**src/rtl/alu_pipe.sv**
```systemverilog
// alu_pipe: handshaked, registered execute-stage ALU.
// Single-cycle ops produce a result one cycle after accept. MUL runs a
// WIDTH-iteration shift-add loop and returns the full double-width product.
// A tag travels with every operation so results can be matched to requests.
module alu_pipe #(
  parameter int WIDTH = 16,
  parameter int TAG_W = 4
) (
  input  logic             clk,
  input  logic             rst_n,
  input  logic             in_valid,
  output logic             in_ready,
  input  logic [WIDTH-1:0] a,
  input  logic [WIDTH-1:0] b,
  input  logic [3:0]       opcode,
  input  logic [TAG_W-1:0] in_tag,
  output logic             out_valid,
  input  logic             out_ready,
  output logic [WIDTH-1:0] result,
  output logic [WIDTH-1:0] result_hi,
  output logic [TAG_W-1:0] out_tag,
  output logic             flag_z,
  output logic             flag_n,
  output logic             flag_c,
  output logic             flag_v
);

  localparam int S  = $clog2(WIDTH);
  localparam int CW = $clog2(WIDTH);

  localparam logic [3:0] OP_ADD  = 4'b0000;
  localparam logic [3:0] OP_SUB  = 4'b0001;
  localparam logic [3:0] OP_MUL  = 4'b0010;
  localparam logic [3:0] OP_AND  = 4'b0011;
  localparam logic [3:0] OP_OR   = 4'b0100;
  localparam logic [3:0] OP_XOR  = 4'b0101;
  localparam logic [3:0] OP_GT   = 4'b0110;
  localparam logic [3:0] OP_LT   = 4'b0111;
  localparam logic [3:0] OP_PASS = 4'b1001;
  localparam logic [3:0] OP_SHL  = 4'b1010;
  localparam logic [3:0] OP_SHR  = 4'b1011;
  localparam logic [3:0] OP_SRA  = 4'b1100;
  localparam logic [3:0] OP_SLT  = 4'b1101;

  typedef enum logic [0:0] {
    IDLE = 1'b0,
    MUL  = 1'b1
  } state_t;

  state_t               state_r;
  logic [CW-1:0]        cnt_r;
  logic [WIDTH-1:0]     mcand_r;
  // Upper half accumulates partial sums, lower half starts as the multiplier
  // and is shifted out one bit per iteration while product bits shift in.
  logic [2*WIDTH-1:0]   acc_r;
  logic [TAG_W-1:0]     mtag_r;

  logic                 out_valid_r;
  logic [WIDTH-1:0]     result_r;
  logic [WIDTH-1:0]     result_hi_r;
  logic [TAG_W-1:0]     out_tag_r;
  logic                 flag_z_r;
  logic                 flag_n_r;
  logic                 flag_c_r;
  logic                 flag_v_r;

  logic                 accept_s;
  logic [WIDTH:0]       sum_s;
  logic [WIDTH:0]       diff_s;
  logic [S-1:0]         shamt_s;
  logic [WIDTH-1:0]     res_s;
  logic                 c_s;
  logic                 v_s;
  logic [WIDTH:0]       madd_s;
  logic [2*WIDTH-1:0]   acc_nxt_s;

  assign in_ready  = (state_r == IDLE) && (!out_valid_r || out_ready);
  assign accept_s  = in_valid && in_ready;

  assign out_valid = out_valid_r;
  assign result    = result_r;
  assign result_hi = result_hi_r;
  assign out_tag   = out_tag_r;
  assign flag_z    = flag_z_r;
  assign flag_n    = flag_n_r;
  assign flag_c    = flag_c_r;
  assign flag_v    = flag_v_r;

  // Single-cycle datapath: result plus carry/overflow for every non-MUL opcode.
  always_comb begin
    sum_s   = {1'b0, a} + {1'b0, b};
    diff_s  = {1'b0, a} - {1'b0, b};
    shamt_s = b[S-1:0];
    res_s   = {WIDTH{1'b0}};
    c_s     = 1'b0;
    v_s     = 1'b0;
    case (opcode)
      OP_ADD: begin
        res_s = sum_s[WIDTH-1:0];
        c_s   = sum_s[WIDTH];
        v_s   = (a[WIDTH-1] == b[WIDTH-1]) && (sum_s[WIDTH-1] != a[WIDTH-1]);
      end
      OP_SUB: begin
        res_s = diff_s[WIDTH-1:0];
        c_s   = diff_s[WIDTH];
        v_s   = (a[WIDTH-1] != b[WIDTH-1]) && (diff_s[WIDTH-1] != a[WIDTH-1]);
      end
      OP_AND:  res_s = a & b;
      OP_OR:   res_s = a | b;
      OP_XOR:  res_s = a ^ b;
      OP_GT:   res_s = {{(WIDTH-1){1'b0}}, (a > b)};
      OP_LT:   res_s = {{(WIDTH-1){1'b0}}, (a < b)};
      OP_PASS: res_s = a;
      OP_SHL:  res_s = a << shamt_s;
      OP_SHR:  res_s = a >> shamt_s;
      OP_SRA:  res_s = $unsigned($signed(a) >>> shamt_s);
      OP_SLT:  res_s = {{(WIDTH-1){1'b0}}, ($signed(a) < $signed(b))};
      default: res_s = {WIDTH{1'b0}};
    endcase
  end

  // One shift-add multiply iteration: conditionally add the multiplicand to
  // the upper half, then shift the whole accumulator right by one.
  always_comb begin
    madd_s    = {1'b0, acc_r[2*WIDTH-1:WIDTH]}
              + {1'b0, (acc_r[0] ? mcand_r : {WIDTH{1'b0}})};
    acc_nxt_s = {madd_s, acc_r[WIDTH-1:1]};
  end

  // Control FSM with registered result, flags, tag and valid.
  always_ff @(posedge clk) begin
    if (!rst_n) begin
      state_r     <= IDLE;
      cnt_r       <= {CW{1'b0}};
      mcand_r     <= {WIDTH{1'b0}};
      acc_r       <= {(2*WIDTH){1'b0}};
      mtag_r      <= {TAG_W{1'b0}};
      out_valid_r <= 1'b0;
      result_r    <= {WIDTH{1'b0}};
      result_hi_r <= {WIDTH{1'b0}};
      out_tag_r   <= {TAG_W{1'b0}};
      flag_z_r    <= 1'b0;
      flag_n_r    <= 1'b0;
      flag_c_r    <= 1'b0;
      flag_v_r    <= 1'b0;
    end else begin
      case (state_r)
        IDLE: begin
          if (accept_s) begin
            if (opcode == OP_MUL) begin
              // Any previous result drained on this edge, so valid drops.
              state_r     <= MUL;
              cnt_r       <= {CW{1'b0}};
              mcand_r     <= a;
              acc_r       <= {{WIDTH{1'b0}}, b};
              mtag_r      <= in_tag;
              out_valid_r <= 1'b0;
            end else begin
              out_valid_r <= 1'b1;
              result_r    <= res_s;
              result_hi_r <= {WIDTH{1'b0}};
              out_tag_r   <= in_tag;
              flag_z_r    <= (res_s == {WIDTH{1'b0}});
              flag_n_r    <= res_s[WIDTH-1];
              flag_c_r    <= c_s;
              flag_v_r    <= v_s;
            end
          end else if (out_valid_r && out_ready) begin
            out_valid_r <= 1'b0;
          end else begin
            out_valid_r <= out_valid_r;
          end
        end
        MUL: begin
          acc_r <= acc_nxt_s;
          if (cnt_r == CW'(WIDTH - 1)) begin
            state_r     <= IDLE;
            cnt_r       <= {CW{1'b0}};
            out_valid_r <= 1'b1;
            result_r    <= acc_nxt_s[WIDTH-1:0];
            result_hi_r <= acc_nxt_s[2*WIDTH-1:WIDTH];
            out_tag_r   <= mtag_r;
            flag_z_r    <= (acc_nxt_s[WIDTH-1:0] == {WIDTH{1'b0}});
            flag_n_r    <= acc_nxt_s[WIDTH-1];
            flag_c_r    <= 1'b0;
            flag_v_r    <= 1'b0;
          end else begin
            cnt_r <= cnt_r + CW'(1);
          end
        end
        default: begin
          state_r     <= IDLE;
          out_valid_r <= 1'b0;
        end
      endcase
    end
  end

endmodule

```
**config.mk**
```make
export PLATFORM = sky130hd
export DESIGN_NAME = alu_pipe
export DESIGN_NICKNAME = d
export VERILOG_FILES = /design/src/rtl/alu_pipe.sv
export SDC_FILE = /design/constraint.sdc
export NUM_CORES = 1
export LEC_CHECK = 0
export ABC_CLOCK_PERIOD_IN_PS = 10400
export CAP_MARGIN = 25
export CORE_ASPECT_RATIO = 1.25
export CORE_UTILIZATION = 45
export DETAILED_ROUTE_END_ITERATION = 8
export PLACE_DENSITY_LB_ADDON = 0.08
export SLEW_MARGIN = 20
export SYNTH_ARGS = -nofsm -noshare
export SYNTH_HDL_FRONTEND = slang
export SYNTH_SLANG_ARGS = --single-unit
```
**constraint.sdc**
```tcl
create_clock -name clk -period 10.4 [get_ports clk]
set_input_delay 1.56 -clock clk [delete_from_list [all_inputs] [get_ports clk]]
set_output_delay 1.56 -clock clk [all_outputs]
set_load 0.005 [all_outputs]
```
Word-level counts from Yosys, hierarchy flattened

Cells that the tools add are included.

Bits in registers: 98
Bits of input ports: 44
Output and inout port bits: 42
Logic and storage cells: 110

Add/sub/neg operators: 4
Order comparisons: 3
Equality and inequality tests: 22
Shifts and indexed selects: 3
Multiplexer cells: 47
Bitwise operators: 4
Reduce and logical (&&, ||, !) cells: 14

Operator list:

| cell                 | number |
|---|---|
| $pmux W16 S12        | 1 |
| $mux W16             | 7 |
| $mux W32             | 2 |
| $pmux W16 S2         | 2 |
| $pmux W32 S2         | 1 |
| $add A16 B16 Y17     | 2 |
| $logic_not A16 Y1    | 2 |
| $lt A16 B16 Y1       | 2 |
| $eq A4 B4 Y1 const B | 6 |
| $mux W4              | 6 |
| $mux W1              | 18 |
| $sub A16 B16 Y17     | 1 |
| $and A16 B16 Y16     | 1 |
| $eq A4 B3 Y1 const B | 4 |
| $gt A16 B16 Y1       | 1 |
| $or A16 B16 Y16      | 1 |
| $pmux W1 S2          | 8 |
| $pmux W4 S2          | 2 |
| $shl A16 B4 Y16      | 1 |
| $shr A16 B4 Y16      | 1 |
| $sshr A16 B4 Y16     | 1 |
| $xor A16 B16 Y16     | 1 |
| $eq A4 B2 Y1 const B | 2 |
| $reduce_and A3 Y1    | 2 |
| 13 further kinds     | 22 |

Depth between registers and ports, before layout

Depth after elaboration: 7
Depth in mapped cells: 15
Depth with buffers taken out: 13

Least setup slack after synthesis

Ideal clock, no wire load.

Path kind: input port to flip-flop
Start: in b[2]
End: reg flag_z_r (netlist: flag_z)
Setup time: 0.096 ns
Data arrival time: 5.158 ns
Data required time: 10.304 ns
Path slack: 5.146 ns
Stages: 14
Buffers on the path: 3
Cell sequence: inv_1 -> buf_2 -> clkbuf_1 -> ha_1 -> clkbuf_1 -> a21o_1 -> a221oi_1 -> nor2_1 -> o31a_1 -> a2111oi_4 -> nand2_1 -> or4_1 -> or4_1 -> o41ai_2

Longest elaborated chain between the ends: 6
Elaborated cells between the ends (all ways): 16
Those cells by class: add/sub (2); order compare (3); shift (3); mux (4); bitwise (3); reduce/logical (1)

Ends and longest elaborated chain:

| what                                     | line | source |
|---|---|---|
| start: declaration                       | 14   | `input logic [WIDTH-1:0] b,` |
| $sub A16 B16 Y17 (tied with other cells) | 92   | `diff_s = {1'b0, a} - {1'b0, b};` |
| $pmux W16 S12 *                          | 97   | `case (opcode)` |
| $logic_not A16 Y1 *                      | 163  | `flag_z_r <= (res_s == {WIDTH{1'b0}});` |
| $mux W1 *                                | 150  | `if (opcode == OP_MUL) begin` |
| $mux W1 *                                | 149  | `if (accept_s) begin` |
| $pmux W1 S2 *                            | 147  | `case (state_r)` |
| end signal: assignment                   | 163  |  |
| end signal: assignment                   | 183  | `flag_z_r <= (acc_nxt_s[WIDTH-1:0] == {WIDTH{1'b0}});` |
| end: declaration                         | 62   | `logic flag_z_r;` |

Mark *: on every way between the ends. The rest lies on a longest branch, timed or not. The select of a mux whose other input is x is not followed.
A chain may end at the register's enable or synchronous reset.

Worst setup path in the final report

Same ends and word-level chain as after synthesis.

==> results by group <==
Synth
  – Post-synthesis sequential area ratio: between 20% and 30%
  – Post-synth EDFFs: 0
  – YS warnings: 0
  – Syn Nets: roughly 1.3k
  – Mapped Area: around 9100 um^2
  – Asr flop ratio synth: 0%
  – Syn Inst Count: 1178
  – Mapped Avg Cell Area: roughly 7.7 um^2
  – Yosys cell types: between 80 and 90
  – Synthesis-stage register bit count: 97
  – Top_reg_cell synth: dfxtp_1

Global route
  – Grt total ovfl: 0
  – Met2 usage: around half
  – Vias in the first global route: 8549
  – Met3 Use GR: ~3.2%
  – Initial antenna violation count: 0
  – Total GRT Usage: about 31%
  – Largest net degree at the start of global routing: 104
  – First-pass GRT wire length: 49.3 mm
  – GR peak layer: met2
  – Met1 usage: between 30% and 40%

Clock network
  – Cts repair resizes: 0
  – Clock sink count: between 90 and 100
  – Clock-pin transition on the worst setup and hold timing paths: 0.07 ns
  – CTS Root Cell: clkbuf_16
  – Post-CTS Setup Bufs: 0
  – Clk buf depth: 2
  – CTS tree: built
  – CTS Buf Count: 9
  – CTS Hold Bufs: 0
  – Latest clock arrival within the worst-skew pair: about 0.34 ns
  – CTS H-Tree Depth: 3

Setup path
  – Cells on worst reg2reg path: 9
  – R2r setup slk: between 6 and 7 ns
  – Reg2reg start: state_r
  – Kind of start point of the critical path: primary input
  – Crit-path cells: clkdlybuf4s50_1 -> buf_4 -> inv_1 -> ha_1 -> nand2b_1 -> a211oi_1 -> nor4_1 -> o31a_1 -> a2111oi_4 -> nand2_1 -> or4_1 -> or4_1 -> o41ai_2
  – Crit path top cell by count: or4_1
  – WP data arrival: 6.33 ns
  – Crit-path max FO: 34
  – Setup crit start: b[2]
  – Critical Path RT: around 11 ns
  – CP max stage cell: a211oi_1
  – Critical path class: in2reg
  – CP Capture Type: flip-flop
  – Reg-to-Reg End: flag_z
  – CP max stage delay: 0.54 ns

Timing
  – # setup viols final: 0
  – Final clock period utilization by the worst path: about three fifths
  – Min Hold Slack: between 0.4 and 0.5 ns
  – Final Hold Fails: 0
  – Setup TNS: 0 ns
  – Final-report max-slew violation count: 0
  – Final Critical Period: 6.08 ns
  – Fmax: around 160 MHz
  – Slew headroom: a little over a quarter
  – Clock Skews: between 0.007 and 0.008 ns
  – Unrepaired setup endpoints after global routing: false
  – Tightest Pin Transition: 1.09 ns

Worst hold path
  – Worst Hold Path Cells: 2
  – HP Class: reg2reg
  – Hold Path Origin: mcand_r[0]
  – Hold EP: mcand_r[0]

Cells and area
  – Post-route insts no fill: 1476
  – Most frequent cells in the layout: 159 x nand2_1, 96 x dfxtp_1, 83 x clkdlybuf4s50_1
  – Fin nets: between 1k and 1.5k
  – P&R area growth vs syn: 14.5%
  – Fin area: about 10000 um^2
  – Commonest non-fill, non-tap cell in the layout: nand2_1
  – # diodes: 0
  – Layout cell share with drive strength beyond 1: approximately 7.5%

Place
  – GP Congestion: approximately 0.94
  – Placed cell areas: between 10000 and 15000 um^2
  – Placed cells: 1459
  – Detailed Place HPWL: about 23 mm
  – # port buffers: 85

Run
  – Max Cap Viol: 0

Route
  – DRC violations left: 0
  – Drt wl/cell: roughly 22 um
  – WL final: between 30 and 40 mm
  – Post-DRT Antenna Nets: 0
  – Vias per std cell: 6.22
  – DR vias: 9176
  – DRT iter0 DRCs: 859
  – Detailed Routing Iterations Pass 1: 5

Die
  – Die width: 129 um
  – Die Ht: 161 um
  – Starting density of the core: between 40 and 50%
  – Cell row count: between 50 and 60
  – Die Area: around 21000 um^2
  – Core footprint: a little under 20000 um^2
  – I/O Pins: 86

Power
  – Leakage power: between 4 and 5 nW
  – Peak VDD IR: roughly 0.000070 V
  – Total Power: about 0.0011 W
  – Power per cell area: slightly above 100 nW/um^2

Run status
  – Status: finished clean
per-stage QoR:
stage | util [%] | setup WS (ns)
after CTS | 53.1 | 4.44
after detailed placement | 51.4 | 4.08
after floorplan | - | 5.15
after global routing | 53.1 | 4.04
after global placement | 51.3 | 4.19
final | 53.1 | 4.32
how the worst max path moves through the flow:
stage	to	slack (ns)	depth (start not counted)
3_3_place_gp	flag_z	4.19	13
6_report	flag_z	4.32	13
5_1_grt	flag_z	4.04	13
2_1_floorplan	flag_z	5.15	14
3_5_place_dp	flag_z	4.08	13
4_1_cts	flag_z	4.44	13
Yosys cell counts (all sizes together) (22+ instances only):
cell type / instances / area (um^2)
and2: 49 / 309
inv: 50 / 188
a22oi: 39 / 293
nand2: 160 / 603
o21ai: 70 / 354
buf: 22 / 133
a21oi: 59 / 295
clkbuf: 64 / 240
a21boi: 58 / 435
ha: 71 / 888
dfxtp: 97 / 1940
nor2: 69 / 275
mux2i: 24 / 240
flip-flops by register name, summed over array words and instances, names as in the netlist:
signal     flops
out_tag        4
state_r        1
out_valid      1
result_hi     16
cnt_r          4
flag_z         1
flag_v         1
flag_c         1
mtag_r         4
acc_r         32
result        16
mcand_r       16
routing by layer:
layer  share of wire (%)  wire length (um)
met1                  42             13300
met5                   0                 0
met2                  46             14800
met3                 6.0              1920
met4                 5.9              1880
area by class of cell:
cell class                 instances  area, um^2
inverter                          50         188
clock inverter                     6        90.1
clock buffer                      10         239
timing repair buffer             103         981
tap                              265         332
multi-input combinational        945        6680
sequential                        97        1940
fill                            1946        9240
cells by family after synthesis:
group                    after synthesis  synth area share [%]
AO/OA/AOI/OAI                        388                  30.2
buffers and inverters                136                  6.14
multiplexers                          51                  7.73
adder cells (fa/ha/maj)               74                  10.4
AND/OR/NAND/NOR                      419                  23.0
XOR/XNOR                              13                  1.25
flip-flops                            97                  21.3
critical path: cells and delay by family:
family	cells	cell delay, ns
buffers and inverters	3	1.21
AND/OR/NAND/NOR	5	1.43
AO/OA/AOI/OAI	4	1.58
adder cells (fa/ha/maj)	1	0.53
power breakdown:
group	internal [W]	switching (W)	total [W]	leakage, nW
Sequential	0.000380	0.00000655	0.000387	0.786
Clock	0.000218	0.000144	0.000362	0.159
Combinational	0.000120	0.000184	0.000303	3.14
Power figures use the tool's default switching activity.
